--- src/rtl/clock_set_ctrl.sv ---
// Timekeeping and time-setting controller.
// Keeps hh:mm:ss as six BCD digits, advanced by a 1 Hz enable, and lets the
// user set hours and minutes with two debounced push-buttons
// (mode: RUN -> SET_HOUR -> SET_MIN -> RUN, inc: bump the field being set).
//
// Handshake note: there is no valid/ready pair in this block. A debounced
// button press is a one-cycle strobe (valid with implied ready), and tick_1hz
// is a one-cycle enable; every strobe is consumed on the clock edge that ends
// the cycle in which it is high, and nothing is ever back-pressured.
// The FSM state is visible on the mode output.
module clock_set_ctrl #(
  parameter int DB_CYCLES = 16
) (
  input  logic       clk,
  input  logic       rst_n,
  input  logic       tick_1hz,
  input  logic       btn_mode,
  input  logic       btn_inc,
  output logic [3:0] s0,
  output logic [3:0] s1,
  output logic [3:0] m0,
  output logic [3:0] m1,
  output logic [3:0] h0,
  output logic [3:0] h1,
  output logic [1:0] mode,
  output logic       blink,
  output logic       day_pulse
);

  localparam int             CW      = (DB_CYCLES > 2) ? $clog2(DB_CYCLES) : 1;
  localparam logic [CW-1:0]  CNT_MAX = CW'(DB_CYCLES - 1);

  typedef enum logic [1:0] {
    ST_RUN      = 2'd0,
    ST_SET_HOUR = 2'd1,
    ST_SET_MIN  = 2'd2
  } state_t;

  // ---------------------------------------------------------------------
  // Button path: index 0 = mode button, index 1 = inc button
  // ---------------------------------------------------------------------
  logic [1:0]    btn_raw;
  logic [1:0]    sync1;
  logic [1:0]    sync2;
  logic [1:0]    db_lvl;
  logic [1:0]    db_prev;
  logic [CW-1:0] db_cnt [2];
  logic [1:0]    press;
  logic          mode_press;
  logic          inc_press;

  assign btn_raw = {btn_inc, btn_mode};

  // Two-flop synchronizer for the asynchronous raw buttons.
  always_ff @(posedge clk or negedge rst_n) begin
    if (!rst_n) begin
      sync1 <= 2'b00;
      sync2 <= 2'b00;
    end else begin
      sync1 <= btn_raw;
      sync2 <= sync1;
    end
  end

  // Debouncer: the level must differ for DB_CYCLES consecutive cycles before it is accepted.
  always_ff @(posedge clk or negedge rst_n) begin
    if (!rst_n) begin
      db_lvl    <= 2'b00;
      db_cnt[0] <= '0;
      db_cnt[1] <= '0;
    end else begin
      for (int b = 0; b < 2; b++) begin
        if (sync2[b] == db_lvl[b]) begin
          db_cnt[b] <= '0;
        end else if (db_cnt[b] == CNT_MAX) begin
          db_lvl[b] <= sync2[b];
          db_cnt[b] <= '0;
        end else begin
          db_cnt[b] <= db_cnt[b] + 1'b1;
        end
      end
    end
  end

  // Previous debounced level, used to find the rising edge (press) only.
  always_ff @(posedge clk or negedge rst_n) begin
    if (!rst_n) begin
      db_prev <= 2'b00;
    end else begin
      db_prev <= db_lvl;
    end
  end

  assign press      = db_lvl & ~db_prev;
  assign mode_press = press[0];
  assign inc_press  = press[1];

  // ---------------------------------------------------------------------
  // Mode FSM
  // ---------------------------------------------------------------------
  state_t state;
  state_t state_nxt;

  // State register.
  always_ff @(posedge clk or negedge rst_n) begin
    if (!rst_n) begin
      state <= ST_RUN;
    end else begin
      state <= state_nxt;
    end
  end

  // Next state: each mode press steps RUN -> SET_HOUR -> SET_MIN -> RUN.
  always_comb begin
    state_nxt = state;
    if (mode_press) begin
      case (state)
        ST_RUN:      state_nxt = ST_SET_HOUR;
        ST_SET_HOUR: state_nxt = ST_SET_MIN;
        ST_SET_MIN:  state_nxt = ST_RUN;
        default:     state_nxt = ST_RUN;
      endcase
    end
  end

  // FSM outputs: the mode code is the state encoding itself.
  always_comb begin
    mode = state;
  end

  // ---------------------------------------------------------------------
  // Time digits, blink and day pulse
  // ---------------------------------------------------------------------
  logic [3:0] s0_n, s1_n, m0_n, m1_n, h0_n, h1_n;
  logic       blink_n;
  logic       day_n;

  // Next digit values: full BCD carry chain in RUN, field increments in SET modes.
  always_comb begin
    s0_n  = s0;
    s1_n  = s1;
    m0_n  = m0;
    m1_n  = m1;
    h0_n  = h0;
    h1_n  = h1;
    day_n = 1'b0;
    case (state)
      ST_RUN: begin
        // A tick is applied even when a mode press arrives in the same cycle.
        if (tick_1hz) begin
          if (s0 == 4'd9) begin
            s0_n = 4'd0;
            if (s1 == 4'd5) begin
              s1_n = 4'd0;
              if (m0 == 4'd9) begin
                m0_n = 4'd0;
                if (m1 == 4'd5) begin
                  m1_n = 4'd0;
                  if (h1 == 4'd2 && h0 == 4'd3) begin
                    h1_n  = 4'd0;
                    h0_n  = 4'd0;
                    day_n = 1'b1;
                  end else if (h0 == 4'd9) begin
                    h0_n = 4'd0;
                    h1_n = h1 + 4'd1;
                  end else begin
                    h0_n = h0 + 4'd1;
                  end
                end else begin
                  m1_n = m1 + 4'd1;
                end
              end else begin
                m0_n = m0 + 4'd1;
              end
            end else begin
              s1_n = s1 + 4'd1;
            end
          end else begin
            s0_n = s0 + 4'd1;
          end
        end
      end
      ST_SET_HOUR: begin
        // Mode press wins over a simultaneous inc press.
        if (!mode_press && inc_press) begin
          if (h1 == 4'd2 && h0 == 4'd3) begin
            h1_n = 4'd0;
            h0_n = 4'd0;
          end else if (h0 == 4'd9) begin
            h0_n = 4'd0;
            h1_n = h1 + 4'd1;
          end else begin
            h0_n = h0 + 4'd1;
          end
        end
      end
      ST_SET_MIN: begin
        if (mode_press) begin
          // Leaving the set sequence restarts the minute at :00.
          s0_n = 4'd0;
          s1_n = 4'd0;
        end else if (inc_press) begin
          if (m0 == 4'd9) begin
            m0_n = 4'd0;
            m1_n = (m1 == 4'd5) ? 4'd0 : m1 + 4'd1;
          end else begin
            m0_n = m0 + 4'd1;
          end
        end
      end
      default: begin
        s0_n = s0;
      end
    endcase
  end

  // Next blink phase: 0 in RUN, restart at 1 on entering a SET mode or on inc, else toggle per tick.
  always_comb begin
    blink_n = blink;
    if (state_nxt == ST_RUN) begin
      blink_n = 1'b0;
    end else if (state_nxt != state) begin
      blink_n = 1'b1;
    end else if (inc_press) begin
      blink_n = 1'b1;
    end else if (tick_1hz) begin
      blink_n = ~blink;
    end
  end

  // Register the time digits, blink phase and day rollover pulse.
  always_ff @(posedge clk or negedge rst_n) begin
    if (!rst_n) begin
      s0        <= 4'd0;
      s1        <= 4'd0;
      m0        <= 4'd0;
      m1        <= 4'd0;
      h0        <= 4'd0;
      h1        <= 4'd0;
      blink     <= 1'b0;
      day_pulse <= 1'b0;
    end else begin
      s0        <= s0_n;
      s1        <= s1_n;
      m0        <= m0_n;
      m1        <= m1_n;
      h0        <= h0_n;
      h1        <= h1_n;
      blink     <= blink_n;
      day_pulse <= day_n;
    end
  end

endmodule

--- config.mk ---
export PLATFORM = sky130hd
export DESIGN_NAME = clock_set_ctrl
export DESIGN_NICKNAME = d
export VERILOG_FILES = /design/src/rtl/clock_set_ctrl.sv
export SDC_FILE = /design/constraint.sdc
export NUM_CORES = 1
export LEC_CHECK = 0
export BUFFER_PORTS_ARGS = -buffer_cell sky130_fd_sc_hd__buf_2
export CAP_MARGIN = 20
export CORE_MARGIN = 10
export CORE_UTILIZATION = 45
export CTS_BUF_LIST = sky130_fd_sc_hd__clkbuf_16
export DETAILED_ROUTE_END_ITERATION = 7
export PLACE_DENSITY = 0.7
export SETUP_SLACK_MARGIN = 0.5
export SKIP_CTS_REPAIR_TIMING = 1
export SYNTH_ARGS = -nofsm -noshare
export SYNTH_HDL_FRONTEND = slang
export SYNTH_SLANG_ARGS = --single-unit
export TNS_END_PERCENT = 30
--- constraint.sdc ---
create_clock -name clk -period 4.7 [get_ports clk]
set_input_delay 0.235 -clock clk [delete_from_list [all_inputs] [get_ports clk]]
set_output_delay 0.235 -clock clk [all_outputs]
set_load 0.01 [all_outputs]
==> results.json <==
{
  "drt_iter0_drc": 81,
  "crit_chain": "inv_1, ha_1, nand3b_4, o31a_4, or4_1, a22o_1",
  "peakVddDrop_mv": 0.181,
  "worstPathMaxFanout": 9,
  "synthCells": 199,
  "crit_family": "compound AO/OA/AOI/OAI gates",
  "grt_pass1_wl_um": 7280,
  "fin_ws_ns": 2.64,
  "outcome": "finished, final reports clean",
  "multiInputGateArea_um2": 1060,
  "syn_area_um2": 2220,
  "cp_num_buf_inv": 1,
  "n_antenna_cell": 0,
  "min_to": "sync1[0]$_DFF_PN0_",
  "synth_edf_count": 0,
  "wl_um": 4210,
  "cts.sinks": 44,
  "grt_max_degree": 45,
  "hold_path_depth": 1,
  "startpoint_type": "flip-flop",
  "globalRouteTotalUtil_pct": 10.6,
  "drive_above_1_share_pct": 23.2,
  "synth_ff_type": "dfrtp_1",
  "switching_share_pct": 29.1,
  "synth-seq-cells": 44,
  "finClkSkew_ns": 0.00506,
  "io_buffer_count": 32,
  "layout_commonest_cell": "dfrtp_1",
  "p_seq_share_pct": 46.8,
  "crit_arrival_ns": 2.23,
  "critPathKind": "reg2reg",
  "min_period_ns": 2.06,
  "leakage_nw": 1.25,
  "synth_area_per_cell_um2": 11.2,
  "power_frac_clock_pct": 36.2,
  "detailedPlace.worstSlack_ns": 2.65,
  "rsz0062_at_grt": "no",
  "slowest_stage": "or4_1",
  "final_cell_mix": "dfrtp_1 (44), buf_2 (32), inv_1 (14)",
  "setup_violations": 0,
  "cp.required_ns": 4.87,
  "numCtsBuffers": 5,
  "r2r_slack_ns": 2.64,
  "cap_violations": 0,
  "ioPinCount": 33,
  "slowest_delay_ns": 0.51,
  "worstReg2RegStart": "s1[1]$_DFFE_PN0P_",
  "finalHoldViolations": 0,
  "r2r_cells": 6,
  "nNetsFinal": 251,
  "drc": 0,
  "die_w_um": 90.3,
  "critical_path_depth": 6,
  "vias": 1628,
  "ant_nets": 0,
  "cts_tree": "yes",
  "hp-start": "btn_mode",
  "finalMaxSlewViolations": 0,
  "cts-root-buf": "clkbuf_16",
  "routedWlPerCell_um": 13.9,
  "async_flop_share_pct": 100,
  "die_height_um": 90.3,
  "clk_pin_slew_ns": 0.07,
  "cts.path.max_buffers": 2,
  "regArea_um2": 1100,
  "antenna_found_initial": 0,
  "tightest_slew_ns": 0.957,
  "start_util_pct": 46.8,
  "yosysWarnings": 0,
  "p_int_mw": 0.696,
  "p_sw_mw": 0.285,
  "grt_pass1_vias": 1571,
  "fin_crit_sh_pct": 43.8,
  "first_pass_iters": 4,
  "slew_headroom_pct": 36.2,
  "hp-class": "in2reg",
  "yosysUniqueCellTypes": 51,
  "combinationalPowerShare_pct": 17.0,
  "clock_latency_ns": 0.29,
  "core_um2": 4750,
  "p_per_area_nw_per_um2": 376,
  "setup_tns_ns": 0,
  "hpwl_um": 3110,
  "vias_per_cell": 5.36,
  "yosysSeqAreaShare_pct": 49.5,
  "r2r_end": "h1[2]$_DFFE_PN0P_",
  "crit_path_end_kind": "flip-flop",
  "fillerInstances": 442,
  "rows": 25,
  "fmax_mhz": 486,
  "grt_overflow_total": 0,
  "area_growth_pct": 17.3,
  "die_area_um2": 8150,
  "gp_congestion": 0.804,
  "synth_nets": 214,
  "htree_levels": 2
}
## power groups by stage
stage | Combinational (mW) | Sequential, mW | Clock [mW]
after floorplan | 0.0996 | 0.473 | 0
after global placement | 0.169 | 0.463 | 0
after detailed placement | 0.171 | 0.467 | 0
after CTS | 0.172 | 0.460 | 0.366
after global routing | 0.189 | 0.466 | 0.375
final | 0.167 | 0.460 | 0.355
## worst max path at each step
stage / start / end
CTS: s1[1]$_DFFE_PN0P_ / h1[2]$_DFFE_PN0P_
global placement: s1[1]$_DFFE_PN0P_ / h1[2]$_DFFE_PN0P_
floorplan: s1[1]$_DFFE_PN0P_ / h1[2]$_DFFE_PN0P_
global route: s1[1]$_DFFE_PN0P_ / h1[2]$_DFFE_PN0P_
detailed placement: s1[1]$_DFFE_PN0P_ / h1[2]$_DFFE_PN0P_
finish: s1[1]$_DFFE_PN0P_ / h1[2]$_DFFE_PN0P_
## cell type report
cell class	instances	area share [%]
flip-flops and latches	44	42.2
multi-input cells	139	40.6
repair buffers	32	6.14
clock buffers	5	4.80
well taps	67	3.21
inverters	14	2.02
clock inverters	3	0.960
## state kept, by name (all words and copies together) (netlist names), 4 cells and up
signal / count
s0: 4
m0: 4
m1: 4
h1: 4
h0: 4
s1: 4
db_cnt: 8
## cell families after synthesis
family	synth area share, %
AO/OA/AOI/OAI	15.1
XOR/XNOR	4.73
adder cells (fa/ha/maj)	5.63
buffers and inverters	2.81
flip-flops	49.5
multiplexers	3.49
AND/OR/NAND/NOR	18.7
## layer usage
layer	wire length (µm)	global-route usage (%)
met4	61	4.38
met2	1900	16.1
met1	2010	13.2
met5	0	0
met3	240	3.82
## Yosys cell counts, types with 3 or more instances
master    count  area [µm²]
nand3b_1      3        22.5
a31oi_1       3        18.8
ha_1         10         125
a21oi_1       8        40.0
a211oi_1      3        22.5
inv_1        14        52.6
nand2b_1      7        43.8
nand3_1       8        40.0
nor3_1        3        15.0
xnor2_1      10        87.6
nor2b_1       5        31.3
nor3b_1       3        22.5
dfrtp_1      44        1100
o21ai_0      13        65.1
nand2_1       7        26.3
mux2_2        4        45.0
nor2_1        8        30.0
## stage by stage
step / util, % / cells / hold slack (ns) / total power, mW / instance area, µm²
2_1_floorplan: - / 199 / -0.0606 / 0.573 / 2220
3_3_place_gp: 51.7 / 296 / 0.333 / 0.632 / 2460
3_5_place_dp: 51.7 / 296 / 0.341 / 0.638 / 2460
4_1_cts: 54.8 / 304 / 0.0444 / 0.997 / 2610
5_1_grt: 54.8 / 304 / 0.0480 / 1.03 / 2610
6_report: 54.8 / 304 / 0.0501 / 0.982 / 2610
(Power assumes the default switching activity.)
